`config.mk`:
```
export PLATFORM = sky130hd
export DESIGN_NAME = program_sequencer
export DESIGN_NICKNAME = d
export VERILOG_FILES = /design/src/rtl/program_sequencer_pkg.sv /design/src/rtl/program_sequencer_return_stack.sv /design/src/rtl/program_sequencer.sv
export SDC_FILE = /design/constraint.sdc
export NUM_CORES = 1
export LEC_CHECK = 0
export ABC_CLOCK_PERIOD_IN_PS = 3600
export BUFFER_PORTS_ARGS = -buffer_cell sky130_fd_sc_hd__buf_2
export CELL_PAD_IN_SITES_DETAIL_PLACEMENT = 1
export CELL_PAD_IN_SITES_GLOBAL_PLACEMENT = 1
export CORE_MARGIN = 5
export CORE_UTILIZATION = 45
export DETAILED_ROUTE_END_ITERATION = 10
export PLACE_DENSITY = 0.74
export SYNTH_ARGS = -nofsm -noshare
export SYNTH_HDL_FRONTEND = slang
export SYNTH_SLANG_ARGS = --single-unit
```
`constraint.sdc`:
```
create_clock -name clk -period 3.6 [get_ports clk]
set_clock_uncertainty 0.15 [all_clocks]
set_input_delay 0.36 -clock clk [delete_from_list [all_inputs] [get_ports clk]]
set_output_delay 0.36 -clock clk [all_outputs]
set_load 0.01 [all_outputs]
```
`src/rtl/program_sequencer_pkg.sv`:
```
`default_nettype none
// ============================================================================
//  Module      : program_sequencer_pkg
//  Description : Shared definitions for the program sequencer: default
//                parameter values and the next-address select encoding used
//                by the priority decode in the top level.
//  Revision    : 1.0 - initial release
// ============================================================================
package program_sequencer_pkg;

    localparam int DEF_ADDR_W      = 8;
    localparam int DEF_OFF_W       = 2;
    localparam int DEF_STACK_DEPTH = 4;
    localparam int DEF_RESET_ADDR  = 0;

    // Source of the next program address.
    typedef enum logic [2:0] {
        SEL_INC  = 3'd0,   // ADDR + 1
        SEL_JREL = 3'd1,   // ADDR + 1 + sign-extended offset
        SEL_JABS = 3'd2,   // absolute jump target
        SEL_CALL = 3'd3,   // call target (return address is pushed)
        SEL_RET  = 3'd4    // top of the return stack
    } next_sel_e;

endpackage : program_sequencer_pkg
`default_nettype wire

```
`src/rtl/program_sequencer_return_stack.sv`:
```
`default_nettype none
// ============================================================================
//  Module      : return_stack
//  Description : LIFO of return addresses with an occupancy counter. A push
//                while full and a pop while empty are silently ignored; the
//                caller is responsible for flagging those conditions.
//  Ports       : clk, rst_n      - falling-edge clock, async active-low reset
//                push, pop       - stack operations (push has precedence)
//                push_data       - address written on push
//                top_data        - current top entry (0 when empty)
//                sp              - number of occupied entries
//                full, empty     - sp == STACK_DEPTH / sp == 0
//  Revision    : 1.0 - initial release
// ============================================================================
module return_stack #(
    parameter int ADDR_W      = 8,
    parameter int STACK_DEPTH = 4
) (
    input  logic                               clk,
    input  logic                               rst_n,
    input  logic                               push,
    input  logic                               pop,
    input  logic [ADDR_W-1:0]                  push_data,
    output logic [ADDR_W-1:0]                  top_data,
    output logic [$clog2(STACK_DEPTH+1)-1:0]   sp,
    output logic                               full,
    output logic                               empty
);

    localparam int c_sp_w  = $clog2(STACK_DEPTH + 1);
    localparam int c_idx_w = (STACK_DEPTH > 1) ? $clog2(STACK_DEPTH) : 1;

    logic [ADDR_W-1:0]  r_mem [STACK_DEPTH];
    logic [c_sp_w-1:0]  r_sp;
    logic [c_idx_w-1:0] w_wr_idx;
    logic [c_idx_w-1:0] w_top_idx;

    assign full      = (r_sp == c_sp_w'(STACK_DEPTH));
    assign empty     = (r_sp == '0);
    assign sp        = r_sp;
    // Index truncation is safe: writes only happen below STACK_DEPTH and
    // reads only happen when at least one entry is occupied.
    assign w_wr_idx  = c_idx_w'(r_sp);
    assign w_top_idx = c_idx_w'(r_sp - c_sp_w'(1));
    assign top_data  = empty ? '0 : r_mem[w_top_idx];

    always_ff @(negedge clk or negedge rst_n) begin
        if (!rst_n) begin
            r_sp <= '0;
        end else if (push && !full) begin
            r_sp <= r_sp + c_sp_w'(1);
        end else if (pop && !empty) begin
            r_sp <= r_sp - c_sp_w'(1);
        end
    end

    // Storage is left uncleared on reset; sp == 0 hides stale entries.
    always_ff @(negedge clk) begin
        if (push && !full) begin
            r_mem[w_wr_idx] <= push_data;
        end
    end

endmodule : return_stack
`default_nettype wire

```
`src/rtl/program_sequencer.sv`:
```
`default_nettype none
// ============================================================================
//  Module      : program_sequencer
//  Description : Program-address sequencer with increment, relative/absolute
//                jump, call and return. Commands are evaluated on the falling
//                clock edge when en=1, priority RET > CALL > JMP > increment,
//                each completing in a single edge.
//  Ports       : clk, rst_n      - falling-edge clock, async active-low reset
//                en              - advance enable (0 = hold everything)
//                jmp, jmp_abs    - jump request, absolute/relative select
//                jmp_offset      - signed offset, relative to addr+1
//                jmp_target      - destination for absolute jump and call
//                call, ret       - subroutine call / return
//                addr, sp        - current address, stack occupancy
//                stack_full/empty- decoded from sp
//                ovf, unf        - sticky overflow / underflow flags
//  Revision    : 1.0 - initial release
// ============================================================================
module program_sequencer
    import program_sequencer_pkg::*;
#(
    parameter int ADDR_W      = DEF_ADDR_W,
    parameter int OFF_W       = DEF_OFF_W,
    parameter int STACK_DEPTH = DEF_STACK_DEPTH,
    parameter int RESET_ADDR  = DEF_RESET_ADDR
) (
    input  logic                               clk,
    input  logic                               rst_n,
    input  logic                               en,
    input  logic                               jmp,
    input  logic                               jmp_abs,
    input  logic [OFF_W-1:0]                   jmp_offset,
    input  logic [ADDR_W-1:0]                  jmp_target,
    input  logic                               call,
    input  logic                               ret,
    output logic [ADDR_W-1:0]                  addr,
    output logic [$clog2(STACK_DEPTH+1)-1:0]   sp,
    output logic                               stack_full,
    output logic                               stack_empty,
    output logic                               ovf,
    output logic                               unf
);

    logic [ADDR_W-1:0] r_addr;
    logic              r_ovf;
    logic              r_unf;

    next_sel_e         w_sel;
    logic              w_push;
    logic              w_pop;
    logic              w_set_ovf;
    logic              w_set_unf;
    logic [ADDR_W-1:0] w_top;
    logic [ADDR_W-1:0] w_off_ext;
    logic [ADDR_W-1:0] w_inc;
    logic [ADDR_W-1:0] w_rel;
    logic [ADDR_W-1:0] w_next_addr;

    // ------------------------------------------------------------------
    // Return stack
    // ------------------------------------------------------------------
    return_stack #(
        .ADDR_W      (ADDR_W),
        .STACK_DEPTH (STACK_DEPTH)
    ) u_return_stack (
        .clk       (clk),
        .rst_n     (rst_n),
        .push      (w_push),
        .pop       (w_pop),
        .push_data (w_inc),
        .top_data  (w_top),
        .sp        (sp),
        .full      (stack_full),
        .empty     (stack_empty)
    );

    // ------------------------------------------------------------------
    // Offset sign extension (a zero-width pad is illegal, so split cases)
    // ------------------------------------------------------------------
    generate
        if (OFF_W < ADDR_W) begin : g_sext_pad
            assign w_off_ext = {{(ADDR_W-OFF_W){jmp_offset[OFF_W-1]}}, jmp_offset};
        end else begin : g_sext_full
            assign w_off_ext = jmp_offset;
        end
    endgenerate

    // ------------------------------------------------------------------
    // Priority decode. A CALL on a full stack or a RET on an empty stack
    // degrades to a plain increment and raises the matching sticky flag.
    // Stack side effects are gated by en so a stall leaves the stack alone.
    // ------------------------------------------------------------------
    always_comb begin
        w_sel     = SEL_INC;
        w_push    = 1'b0;
        w_pop     = 1'b0;
        w_set_ovf = 1'b0;
        w_set_unf = 1'b0;
        if (ret) begin
            if (!stack_empty) begin
                w_sel = SEL_RET;
                w_pop = en;
            end else begin
                w_set_unf = en;
            end
        end else if (call) begin
            if (!stack_full) begin
                w_sel  = SEL_CALL;
                w_push = en;
            end else begin
                w_set_ovf = en;
            end
        end else if (jmp) begin
            w_sel = jmp_abs ? SEL_JABS : SEL_JREL;
        end
    end

    // ------------------------------------------------------------------
    // Next-address datapath; all arithmetic wraps at 2^ADDR_W.
    // ------------------------------------------------------------------
    assign w_inc = r_addr + ADDR_W'(1);
    assign w_rel = w_inc + w_off_ext;

    always_comb begin
        w_next_addr = w_inc;
        case (w_sel)
            SEL_INC:  w_next_addr = w_inc;
            SEL_JREL: w_next_addr = w_rel;
            SEL_JABS: w_next_addr = jmp_target;
            SEL_CALL: w_next_addr = jmp_target;
            SEL_RET:  w_next_addr = w_top;
            default:  w_next_addr = w_inc;
        endcase
    end

    // ------------------------------------------------------------------
    // Address and flag registers
    // ------------------------------------------------------------------
    always_ff @(negedge clk or negedge rst_n) begin
        if (!rst_n) begin
            r_addr <= ADDR_W'(RESET_ADDR);
            r_ovf  <= 1'b0;
            r_unf  <= 1'b0;
        end else if (en) begin
            r_addr <= w_next_addr;
            if (w_set_ovf) begin
                r_ovf <= 1'b1;
            end
            if (w_set_unf) begin
                r_unf <= 1'b1;
            end
        end
    end

    assign addr = r_addr;
    assign ovf  = r_ovf;
    assign unf  = r_unf;

endmodule : program_sequencer
`default_nettype wire

```
==> impl_summary.txt <==
----------------------------------------------------
[Timing]
  Remaining max-slew budget at the tightest pin ... 50.38%
  Setup violation total in the final timing report ... 0
  Worst slew pin tran ... 0.7390 ns
  Setup repair after global routing missed its margin ... yes
  Final Slew Violations ... 0
  Final count of hold timing violations ... 0
  Smallest setup slack after layout ... 0.02309 ns

[Floorplan]
  Number of top-level design ports ... 32
  Num rows ... 27
  Die Outline Area ... 7231 µm²
  Die extent in x ... 85.04 µm
  Die Y-Extent ... approximately 85 µm
  Area of the core ... 5473 µm²
  Initial Utilization ... a little under half

[Critical path]
  Critical path data required time ... 1.97 ns
  Path type of the worst setup path ... input port to register
  Worst path arrival time ... a little under 2 ns
  Crit path max fanout ... 7
  Dominant delay contributor by cell family on the critical path ... compound AO/OA/AOI/OAI gates
  CP peak stage delay ... 0.60 ns
  Worst path slowest cell ... sky130_fd_sc_hd__a21oi_1
  Cells along the critical path ... buf_2 -> buf_4 -> nand3b_1 -> a21oi_1 -> a221o_1 -> a21oi_2 -> nor3_2
  Worst path bufs/invs ... 2
  Nature of the critical path startpoint ... input port
  Type of element capturing the critical path ... register

[Yosys]
  Count of mapped cells out of synthesis ... 196
  Syn avg cell area ... about 13 µm²
  Area share of the largest cell type after synthesis ... 37.93%
  Syn Nets ... 228
  Ys Warns ... 0
  Most common cell in the synthesized netlist ... sky130_fd_sc_hd__edfxtp_1
  Post-synth EDFFs ... 32
  List of most frequent post-synthesis cells ... sky130_fd_sc_hd__edfxtp_1 (32), sky130_fd_sc_hd__ha_1 (14), sky130_fd_sc_hd__dfrtn_1 (13), sky130_fd_sc_hd__inv_1 (13), sky130_fd_sc_hd__nor2_1 (12)
  Netlist cell types ... 52
  Post-synth top flop ... sky130_fd_sc_hd__edfxtp_1
  Area contributors post-synth ... sky130_fd_sc_hd__edfxtp_1 (38%), sky130_fd_sc_hd__dfrtn_1 (13%), sky130_fd_sc_hd__mux4_1 (7.3%), sky130_fd_sc_hd__ha_1 (6.9%), sky130_fd_sc_hd__xnor2_1 (3.1%)
  Sequential cell area fraction in the yosys report ... 50.77%
  FF+latch count, synth ... between 40 and 50
  Share of flip-flops with an asynchronous set or reset after synthesis ... 28.89%
  Most area-hungry cell type in the Yosys netlist ... sky130_fd_sc_hd__edfxtp_1
  Netlist area before placement ... 2534 µm²

[CTS]
  Skew-Pair Late Insertion Delay ... 0.37 ns
  Clock-pin slew on the worst setup and hold paths ... 0.07 ns
  CTS sink cnt ... 45
  Master cell of the clock root buffer ... sky130_fd_sc_hd__clkbuf_8
  Maximum buffer depth of the clock tree ... 2
  Maximum level of the CTS H-tree ... 2
  Number of buffers added by the clock tree synthesis step ... 5
  CTS tree ... yes

[Status]
  Result of the run ... complete, no violations

[Power and ir drop]
  Total power ... 0.002867 W
  Lkg Pwr ... 1.495 nW
  Power density over cell area ... 850.0 nW/µm²
  Peak ir drop on the vdd network ... 0.0006717 V

[Cells and area]
  Area of the multi-input gates ... around 1200 µm²
  Proportion of layout cells with a drive suffix above 1 ... 34.90%
  Combined flip-flop and latch cell area ... ~1300 µm²
  Filler Cells Inserted ... 600
  Area overhead of the layout relative to synthesis ... 33.14%
  Antenna diode count ... 0
  Utilization after layout ... 61.64%
  Count of nets after finishing ... 329
  Post-route design area ... 3373 µm²

[Worst hold path]
  Hold/Removal Path Class ... register to register

[Detailed routing]
  Routed via count divided by cell count ... 5.495
  Average detailed-routed wire length per instance ... ~20 µm
  Sum of routed wire length over all layers ... 7.417 mm
  Total vias in the final route ... 2033
  Iteration-0 DRC Markers ... 165
  DRT antenna net count ... 0
  Drt drc ... 0
  First drt pass iteration count ... 4

[Flow run]
  Maximum capacitance violations ... 0

[GRT]
  Via count of the first global-routing pass ... 2286
  Global-route wire length before repair ... approximately 12 mm
  Pin count of the biggest net entering global routing ... 18
  GRT Util Overall ... 21.32%
  Total congestion overflow after global routing ... 0
  Number of antenna violations at the first check in global routing ... 0

[Place]
  Placed Area ... 3049 µm²
  Port Buf Inserts ... 31
  Weighted congestion reported at the end of routability-driven placement ... 0.8167
  Detailed placer's ending HPWL ... 5.336 mm
  Setup Slack @ Placement ... -0.3400 ns

----------------------------------------------------
-- what timing repair did --
item | CTS | global route
pin swaps | 2 | 3
buffers inserted | 2 | 4
hold buffers | 0 | 0
setup endpoints to repair | 3 | 5
gates resized for setup | 8 | 6
-- where the power goes --
group	internal, W	total, W	switching [W]
clock network	0.000195	0.000493	0.000298
registers	0.000733	0.000828	0.0000950
logic	0.000723	0.00155	0.000823
total	0.00165	0.00287	0.00122
-- area by class of cell --
class,count,area share (%)
Sequential cell,45,38.13
Multi-Input combinational cell,130,36.28
Timing Repair Buffer,69,14.61
Clock inverter,35,4.636
Tap cell,72,2.671
Clock buffer,5,2.040
Inverter,14,1.632
-- worst register-to-register path, stage by stage (launching register included) --
cell,delay [ns]
sky130_fd_sc_hd__dfrtn_1,0.53
sky130_fd_sc_hd__ha_1,0.22
sky130_fd_sc_hd__nand3_1,0.13
sky130_fd_sc_hd__xnor2_1,0.62
sky130_fd_sc_hd__ha_1,0.40
sky130_fd_sc_hd__a32oi_2,0.21
sky130_fd_sc_hd__o21ai_1,0.13
sky130_fd_sc_hd__o31ai_2,0.26
sky130_fd_sc_hd__nand3_1,0.11
sky130_fd_sc_hd__nand3b_1,0.09
sky130_fd_sc_hd__a21oi_1,0.06
-- per-stage QoR --
stage	hold WS [ns]	cells	setup TNS, ns
2_1_floorplan	0.3221	196	-0.05361
3_3_place_gp	0.2580	325	-3.608
3_5_place_dp	0.2667	325	-3.534
4_1_cts	0.2676	366	-0.01286
5_1_grt	0.2870	370	-0.08256
6_report	0.2605	370	0
-- cell families after synthesis --
| family | after synthesis | synth area share [%] |
|---|---|---|
| simple gates | 50 | 11.95 |
| fa+ha+maj | 15 | 7.704 |
| compound gates | 43 | 12.84 |
| buf+inv | 21 | 3.753 |
| flops | 45 | 50.77 |
| xor+xnor | 14 | 4.840 |
| mux | 8 | 8.148 |
-- state kept, by name, summed over array words and instances, names as in the netlist --
name,cells
addr,8
unf,1
u_return_stack.r_mem,32
u_return_stack.sp,3
ovf,1
-- path summary, 6_finish.rpt --
kind	cells past startpoint	endpoint	startpoint	slack [ns]
setup reg to reg	10	addr[7]	addr[0]	0.52
min in group asynchronous	1	ovf	rst_n	1.49
max in group asynchronous	1	addr[0]	rst_n	1.52
hold reg to reg	1	unf	unf	0.26
hold / removal	1	unf	unf	0.26
setup / recovery	7	addr[5]	call	0.02
-- cell usage in the layout, fill, tap and decap left out, drive strengths merged, types with 2 or more instances in the layout --
cell type,instances
mux4,8
nor2b,3
a21oi,12
and3,2
clkinv,2
o21ai,4
a221oi,5
a31oi,3
xnor2,9
a22oi,2
o21a,2
a221o,2
and2,4
or3,2
nand3,6
ha,14
inv,47
xor2,5
o21bai,2
a222oi,2
nor2,12
nand3b,2
nor3,4
edfxtp,32
clkbuf,6
dfrtn,13
nand2,10
buf,68
-- layer usage --
layer / global-route usage (%) / vias to the layer above / wire length [µm]
met5: 0 / - / 0
met1: 25.77 / 1006 / 3073
met3: 5.534 / 19 / 364
met4: 8.633 / 0 / 210
met2: 36.09 / 57 / 3768
li1: - / 951 / -
Note: power is estimated with default switching activity, not from simulation.
